**config.mk**
```make
export PLATFORM = sky130hd
export DESIGN_NAME = unalign_seq
export DESIGN_NICKNAME = d
export VERILOG_FILES = /design/src/rtl/unalign_seq.sv
export SDC_FILE = /design/constraint.sdc
export NUM_CORES = 1
export LEC_CHECK = 0
export ABC_AREA = 1
export CORE_MARGIN = 2
export CORE_UTILIZATION = 58
export CTS_CLUSTER_SIZE = 8
export DETAILED_ROUTE_END_ITERATION = 8
export PLACE_DENSITY_LB_ADDON = 0.05
export SYNTH_ARGS = -nofsm -noshare
export SYNTH_HDL_FRONTEND = slang
export SYNTH_SLANG_ARGS = --single-unit
```
**constraint.sdc**
```tcl
create_clock -name clock -period 3.1 [get_ports clock]
set_input_delay 0.62 -clock clock [delete_from_list [all_inputs] [get_ports clock]]
set_output_delay 0.62 -clock clock [all_outputs]
set_load 0.02 [all_outputs]
```
**src/rtl/unalign_seq.sv**
```systemverilog
// unalign_seq: sequential right-shift denormalizer with sticky bit.
//
// Undoes the leading-zero aligner. The value captured on the input is shifted
// right by a count, one count bit per cycle, starting at the MSB. The sticky
// output is the OR of every bit shifted out. Only one W-bit shift stage
// exists. It is reused with a shift distance of 2**step on each SHIFT cycle.
//
// Ports
//   clock      in   1        rising-edge clock
//   reset_n    in   1        asynchronous, active-low reset
//   in_valid   in   1        in/count valid
//   in_ready   out  1        high while idle (block can accept)
//   in         in   W        value to shift right
//   count      in   ORDER+1  unsigned right-shift amount
//   out_valid  out  1        out/sticky valid (result held until out_ready)
//   out_ready  in   1        consumer accepts the result
//   out        out  W        in >> count, zero fill
//   sticky     out  1        OR of the bits shifted out
module unalign_seq #(
  parameter int ORDER = 3,
  parameter int W     = 2**ORDER
) (
  input  logic             clock,
  input  logic             reset_n,
  input  logic             in_valid,
  output logic             in_ready,
  input  logic [W-1:0]     in,
  input  logic [ORDER:0]   count,
  output logic             out_valid,
  input  logic             out_ready,
  output logic [W-1:0]     out,
  output logic             sticky
);

  localparam int SW = (ORDER > 0) ? $clog2(ORDER + 1) : 1;

  typedef enum logic [1:0] {IDLE, SHIFT, DONE} state_t;

  state_t         state_q, state_d;
  logic [W-1:0]   acc_q, acc_d;
  logic [ORDER:0] cnt_q, cnt_d;
  logic [SW-1:0]  step_q, step_d;
  logic           stk_q, stk_d;
  logic [W-1:0]   out_q, out_d;
  logic           sticky_q, sticky_d;

  logic [W-1:0]   shifted;
  logic           lost;
  logic           take;
  int             sh;

  // The single shift stage. A distance of W or more drains acc completely,
  // and every remaining bit counts toward the sticky bit. Out-of-range source
  // bits are never indexed, so no X values or wrap-around can appear.
  always_comb begin
    shifted = '0;
    lost    = 1'b0;
    sh      = 1 << step_q;
    for (int i = 0; i < W; i++) begin
      if (i + sh < W) shifted[i] = acc_q[i + sh];
      if (i < sh)     lost       = lost | acc_q[i];
    end
  end

  assign take = cnt_q[step_q];

  // Next-state logic. The visible result registers (out_q/sticky_q) load only
  // on the last SHIFT edge. The working accumulator can therefore be reloaded
  // in IDLE without disturbing the previous result.
  always_comb begin
    state_d  = state_q;
    acc_d    = acc_q;
    cnt_d    = cnt_q;
    step_d   = step_q;
    stk_d    = stk_q;
    out_d    = out_q;
    sticky_d = sticky_q;
    case (state_q)
      IDLE: begin
        if (in_valid) begin
          acc_d   = in;
          cnt_d   = count;
          stk_d   = 1'b0;
          step_d  = SW'(ORDER);
          state_d = SHIFT;
        end
      end
      SHIFT: begin
        if (take) begin
          acc_d = shifted;
          stk_d = stk_q | lost;
        end
        if (step_q == '0) begin
          out_d    = acc_d;
          sticky_d = stk_d;
          state_d  = DONE;
        end else begin
          step_d = step_q - SW'(1);
        end
      end
      DONE: begin
        if (out_ready) state_d = IDLE;
      end
      default: state_d = IDLE;
    endcase
  end

  always_ff @(posedge clock or negedge reset_n) begin
    if (!reset_n) begin
      state_q  <= IDLE;
      acc_q    <= '0;
      cnt_q    <= '0;
      step_q   <= SW'(ORDER);
      stk_q    <= 1'b0;
      out_q    <= '0;
      sticky_q <= 1'b0;
    end else begin
      state_q  <= state_d;
      acc_q    <= acc_d;
      cnt_q    <= cnt_d;
      step_q   <= step_d;
      stk_q    <= stk_d;
      out_q    <= out_d;
      sticky_q <= sticky_d;
    end
  end

  assign in_ready  = (state_q == IDLE);
  assign out_valid = (state_q == DONE);
  assign out       = out_q;
  assign sticky    = sticky_q;

endmodule

```
; ---- After elaboration in Yosys (flattened, before gate mapping)
; Cells that the tools add are included.
[word_totals]
ff_bits = 26
inputBits = 16
output_inout_bits = 11
word_cells = 118
[classes]
addsub = 8
n_lt_le_gt_ge = 25
n_eq_ne = 6
shifts = 1
mux = 55
bitwise = 8
reduce_logical = 8
[op_table]
columns = cell, count
row1 = "less-than comparator 32 x 5 -> 1 bit, second input constant", 16
row2 = "adder 4 x 32 -> 32 bit, first input constant", 4
row3 = "less-than comparator 4 x 32 -> 1 bit, first input constant", 4
row4 = "adder 3 x 32 -> 32 bit, first input constant", 2
row5 = "less-than comparator 3 x 32 -> 1 bit, first input constant", 2
row6 = 2-to-1 mux 1 bit, 35
row7 = "adder 2 x 32 -> 32 bit, first input constant", 1
row8 = "less-than comparator 1 x 32 -> 1 bit, first input constant", 1
row9 = "less-than comparator 2 x 32 -> 1 bit, first input constant", 1
row10 = "<< shifter 1 x 2 -> 32 bit, first input constant", 1
row11 = binary-select mux 1 bit (select 3 bit), 8
row12 = 2-to-1 mux 8 bit, 2
row13 = one-hot mux 8 bit (2 select lines), 1
row14 = 2-to-1 mux 2 bit, 5
row15 = bitwise OR 1 bit, 8
row16 = "inequality test 2 bit, second input constant", 3
row17 = one-hot mux 2 bit (3 select lines), 1
row18 = AND reduction 2 bit, 3
row19 = AND reduction 3 bit, 2
row20 = logical NOT 2 bit, 2
row21 = one-hot mux 2 bit (2 select lines), 1
row22 = "less-than comparator 2 x 3 -> 1 bit, second input constant", 1
row23 = binary-select mux 1 bit (select 2 bit), 1
row24 = "== test 2 x 1 -> 1 bit, second input constant", 1
row25 = 5 further kinds, 5

; ---- Depth between registers and ports, before layout
[depth]
ltp_word = 20
ltp_mapped = 12
ltp_nobuf = 11

; ---- Worst setup path before layout
; No wires, ideal clock.
[synth_path]
path_type = register to register
from = register step_q[1]
to = register acc_q[5]
setup_ns = 0.117
arrival_time_ns = 1.781
required_ns = 2.983
slack_ns = 1.203
path_stages_with_launch = 12
n_path_buf = 0
synth_period_minus_slack_ns = 1.897
path_cell_list = dfstp_2 -> inv_1 -> ha_1 -> ha_1 -> inv_1 -> nand3_1 -> nand3_1 -> nand2_1 -> nand3_2 -> nand2_2 -> nand2_1 -> nand2_1
[synth_between]
elab_chain_cells = 8
word_cells_on_any_way = 11
classes_between = 1 x add/sub / 1 x order compare / 1 x shift / 8 x mux
[synth_lines]
columns = element, line
row1 = from (decl), 42  ; logic [SW-1:0] step_q, step_d;
row2 = from (signal assigned), 113  ; step_q <= SW'(ORDER);
row3 = from (signal assigned), 121  ; step_q <= step_d;
row4 = branches (longest 6 deep; another with adder 4 x 32 -> 32 bit), n/a
row5 = 2-to-1 mux 8 bit (*), 89  ; if (take) begin
row6 = one-hot mux 8 bit (2 select lines) (*), 78  ; case (state_q)
row7 = to (signal assigned), 111  ; acc_q <= '0;
row8 = to (signal assigned), 119  ; acc_q <= acc_d;
row9 = to (decl), 40  ; logic [W-1:0] acc_q, acc_d;
; Mark *: on every way between the ends. The select of a mux whose other input is x is not followed.
; A chain may end at the register's enable or synchronous reset.

; ---- Final worst setup path
[layout_path]
from = register step_q[0]
to = register sticky_q (netlist: sticky)
[layout_between]
elab_chain_cells = 19
word_cells_on_any_way = 30
classes_between = 8 x order compare / 1 x shift / 11 x mux / 8 x bitwise / 2 x reduce/logical
[layout_lines]
columns = element, line
row1 = << shifter 1 x 2 -> 32 bit, 58  ; sh = 1 << step_q;
row2 = less-than comparator 1 x 32 -> 1 bit, 61  ; if (i < sh) lost = lost | acc_q[i];
row3 = 2-to-1 mux 1 bit, 61
row4 = bitwise OR 1 bit, 61
row5 = 2-to-1 mux 1 bit, 61
row6 = bitwise OR 1 bit, 61
row7 = 2-to-1 mux 1 bit, 61
row8 = bitwise OR 1 bit, 61
row9 = (+3 left out), n/a
row10 = bitwise OR 1 bit, 61
row11 = 2-to-1 mux 1 bit, 61
row12 = bitwise OR 1 bit, 61
row13 = 2-to-1 mux 1 bit, 61
row14 = bitwise OR 1 bit, 61
row15 = 2-to-1 mux 1 bit, 61
row16 = bitwise OR 1 bit, 91  ; stk_d = stk_q | lost;
row17 = 2-to-1 mux 1 bit, 89
row18 = to (signal assigned), 124  ; sticky_q <= sticky_d;
row19 = to (decl), 45  ; logic sticky_q, sticky_d;
; Several ways; a longest one is shown, not always the timed one. The select of a mux whose other input is x is not followed.

==> impl_metrics.yaml <==
final_layout:
  fillers: 251
  utilization_pct: 71.5
  layout.cells.most_common_list: "nand2_1 (118), clkdlybuf4s50_1 (26), nand3_1 (24), dfrtp_1 (24), inv_1 (22)"
  antennaDiodeCount: 0
  regArea_um2: 653
  multi_input_area_mm2: 0.00102
  area_delta_synth_final_pct: 18.5
  layout.nets: 312
  final_common_cell: "nand2_1"
  drive_gt1_share_pct: 11.6
  final_cells: 329
sta:
  max_freq_mhz: 439
  period_needed_ns: 2.28
  finalMaxSlewViolations: 0
  setup_viol: 0
  hold_violations: 0
  worst-slew-pin-transition_ns: 0.450
  fin_ws_ns: 0.821
  finalCritPeriodShare_pct: 73.5
  worst_clock_skew_ns: 0.0144
  tns_ns: 0
  relSlewSlack_pct: 70.0
  rsz0062_at_grt: "false"
detailed_routing:
  drc: 0
  postRouteAntennaNets: 0
  wl_um: 4170
  wl_per_cell_um: 12.7
  first_iter_violations: 187
  vias: 1676
  via_per_inst: 5.09
  drtPass1Iterations: 4
yosys:
  syn_nets: 284
  ys_types: 27
  yosysSeqAreaShare_pct: 35.8
  yosysWarnings: 0
  synth_top_cells_by_area: "dfrtp_1 (33%), nand2_1 (24%), ha_1 (6.8%), nand3_1 (6.6%), inv_1 (4.5%)"
  synth_largest_area_cell: "dfrtp_1"
  synth_area_mm2: 0.00183
  synth_cells: 258
  avgSynthCellArea_um2: 7.08
  synth_top_area_share_pct: 32.9
  ys_ff_latch: 26
cts:
  htree_num_levels: 1
  clock-sinks: 26
  clk_latency_ns: 0.32
  path_clk_slew_ns: 0.15
  cts_hold_buf: 0
  cts_resized: 0
  cts-root-buf: "clkbuf_4"
  cts_setup_buffers: 0
  cts_tree: "built"
  cts_buffers: 3
  clockBufferDepth: 2
critical_path:
  cp_common_cell: "nand2_1"
  crit_path_start_kind: "register"
  timing.reg2reg.worst_path_depth: 11
  path_cells: "inv_2, ha_1, inv_1, ha_1, o211ai_1, nand2_1, nand2_1, nand2_1, nand2_1, nand2_1, nand2_1"
  worst_setup_path_end_kind: "register"
  critPathKind: "register to register"
  critPathRequiredTime_ns: 3.34
  worstPathMaxFanout: 13
  r2r_setup_slack_ns: 0.82
  worst_path_max_delay_cell: "dfstp_2"
  max_stage_delay_ns: 0.63
  critPathTopFamily: "flip-flops"
  cp.depth: 11
  crit_buf_inv: 2
  cp.arrival_ns: 2.52
placed_design:
  placed_cells: 325
  hpwl_um: 3180
  post-place-ws_ns: 0.878
  routabilityCongestion: 0.927
  port_buffers: 26
global_routing:
  antenna_found_initial: 0
  met3_usage_pct: 3.46
  grt_most_used_layer: "met2"
  grt_first_pass_wirelength_um: 7090
  gr-usage-met1_pct: 36.1
  use_met2_pct: 41.8
  grt_usage_pct: 26.0
  grt_max_degree: 27
  grt_pass1_vias: 1594
  gr-total-overflow: 0
floorplanning:
  core_mm2: 0.00303
  die_h_um: 60.1
  start_util_pct: 60.3
  dieArea_mm2: 0.00361
  fp.dieW_um: 60.1
  num_io_pins: 27
  num_rows: 20
worst_hold_path:
  hold_path_class: "register to register"
  hold-path-cell-count: 2
pwr:
  leakage_uw: 0.00115
  ir_worst_vdd_v: 0.000700
  powerDensity_mw_per_mm2: 1200
run_status:
  status: "finished, final reports clean"
flow_run:
  drv_cap: 0
## metal layers
metal  share of wire (%)  vias to the layer above
met5                   0                        -
met4                 1.8                        0
met3                 4.6                        7
met2                  45                       50
met1                  48                      752
li1                    -                      867
## metrics by stage
step	cell area [µm²]	hold WS, ns	total power (µW)
4_1_cts	2160	0.504	2600
3_3_place_gp	2110	0.461	2350
6_report	2160	0.499	2600
3_5_place_dp	2110	0.467	2360
5_1_grt	2160	0.523	2860
2_1_floorplan	1830	0.324	1960
## state kept, by name, indices dropped and copies added (netlist names)
| signal | cells |
|---|---|
| acc_q | 8 |
| cnt_q | 4 |
| out | 8 |
| state_q | 2 |
| step_q | 2 |
| sticky | 1 |
| stk_q | 1 |
## worst min-delay path, cell delays in order, from the launching register on
cell and delay [ns]:
dfrtp_1 0.37, nand2_1 0.05, nand2_1 0.05
## final timing paths
kind	start	to
setup / recovery	step_q[0]	sticky
hold / removal	out[7]	out[7]
setup reg to reg	step_q[0]	sticky
hold reg to reg	out[7]	out[7]
max in group asynchronous	reset_n	step_q[1]
min in group asynchronous	reset_n	acc_q[3]
## cells by family after synthesis
logic type	after synthesis	synth area share, %
and+or+nand+nor	172	42.6
adders and majority gates	10	6.85
buffers and inverters	33	8.49
AOI/OAI and AO/OA	17	6.30
DFF	26	35.8
## report_power, final
| part | leakage (µW) | internal [µW] | switching (µW) | total, µW |
|---|---|---|---|---|
| clock | 0.0000279 | 131 | 102 | 233 |
| combinational | 0.000798 | 631 | 1050 | 1690 |
| sequential | 0.000324 | 514 | 163 | 677 |
## cells in the mapped netlist, drive strengths merged
master  count
ha         10
o31ai       1
buf         5
nand2     124
a21oi       4
o21ai       4
dfstp       2
nor2       16
a21o        1
o211ai      3
nor3        1
a22o        3
a21boi      1
dfrtp      24
inv        28
nand3b      1
nand3      30
## area by class of cell
class | instances | area share, %
clock buffer | 3 | 1.04
tap | 44 | 2.54
inverter | 28 | 5.09
sequential | 26 | 30.2
clock inverter | 1 | 1.39
multi-input combinational | 199 | 47.1
timing repair buffer | 28 | 12.7
(Power assumes the default switching activity.)
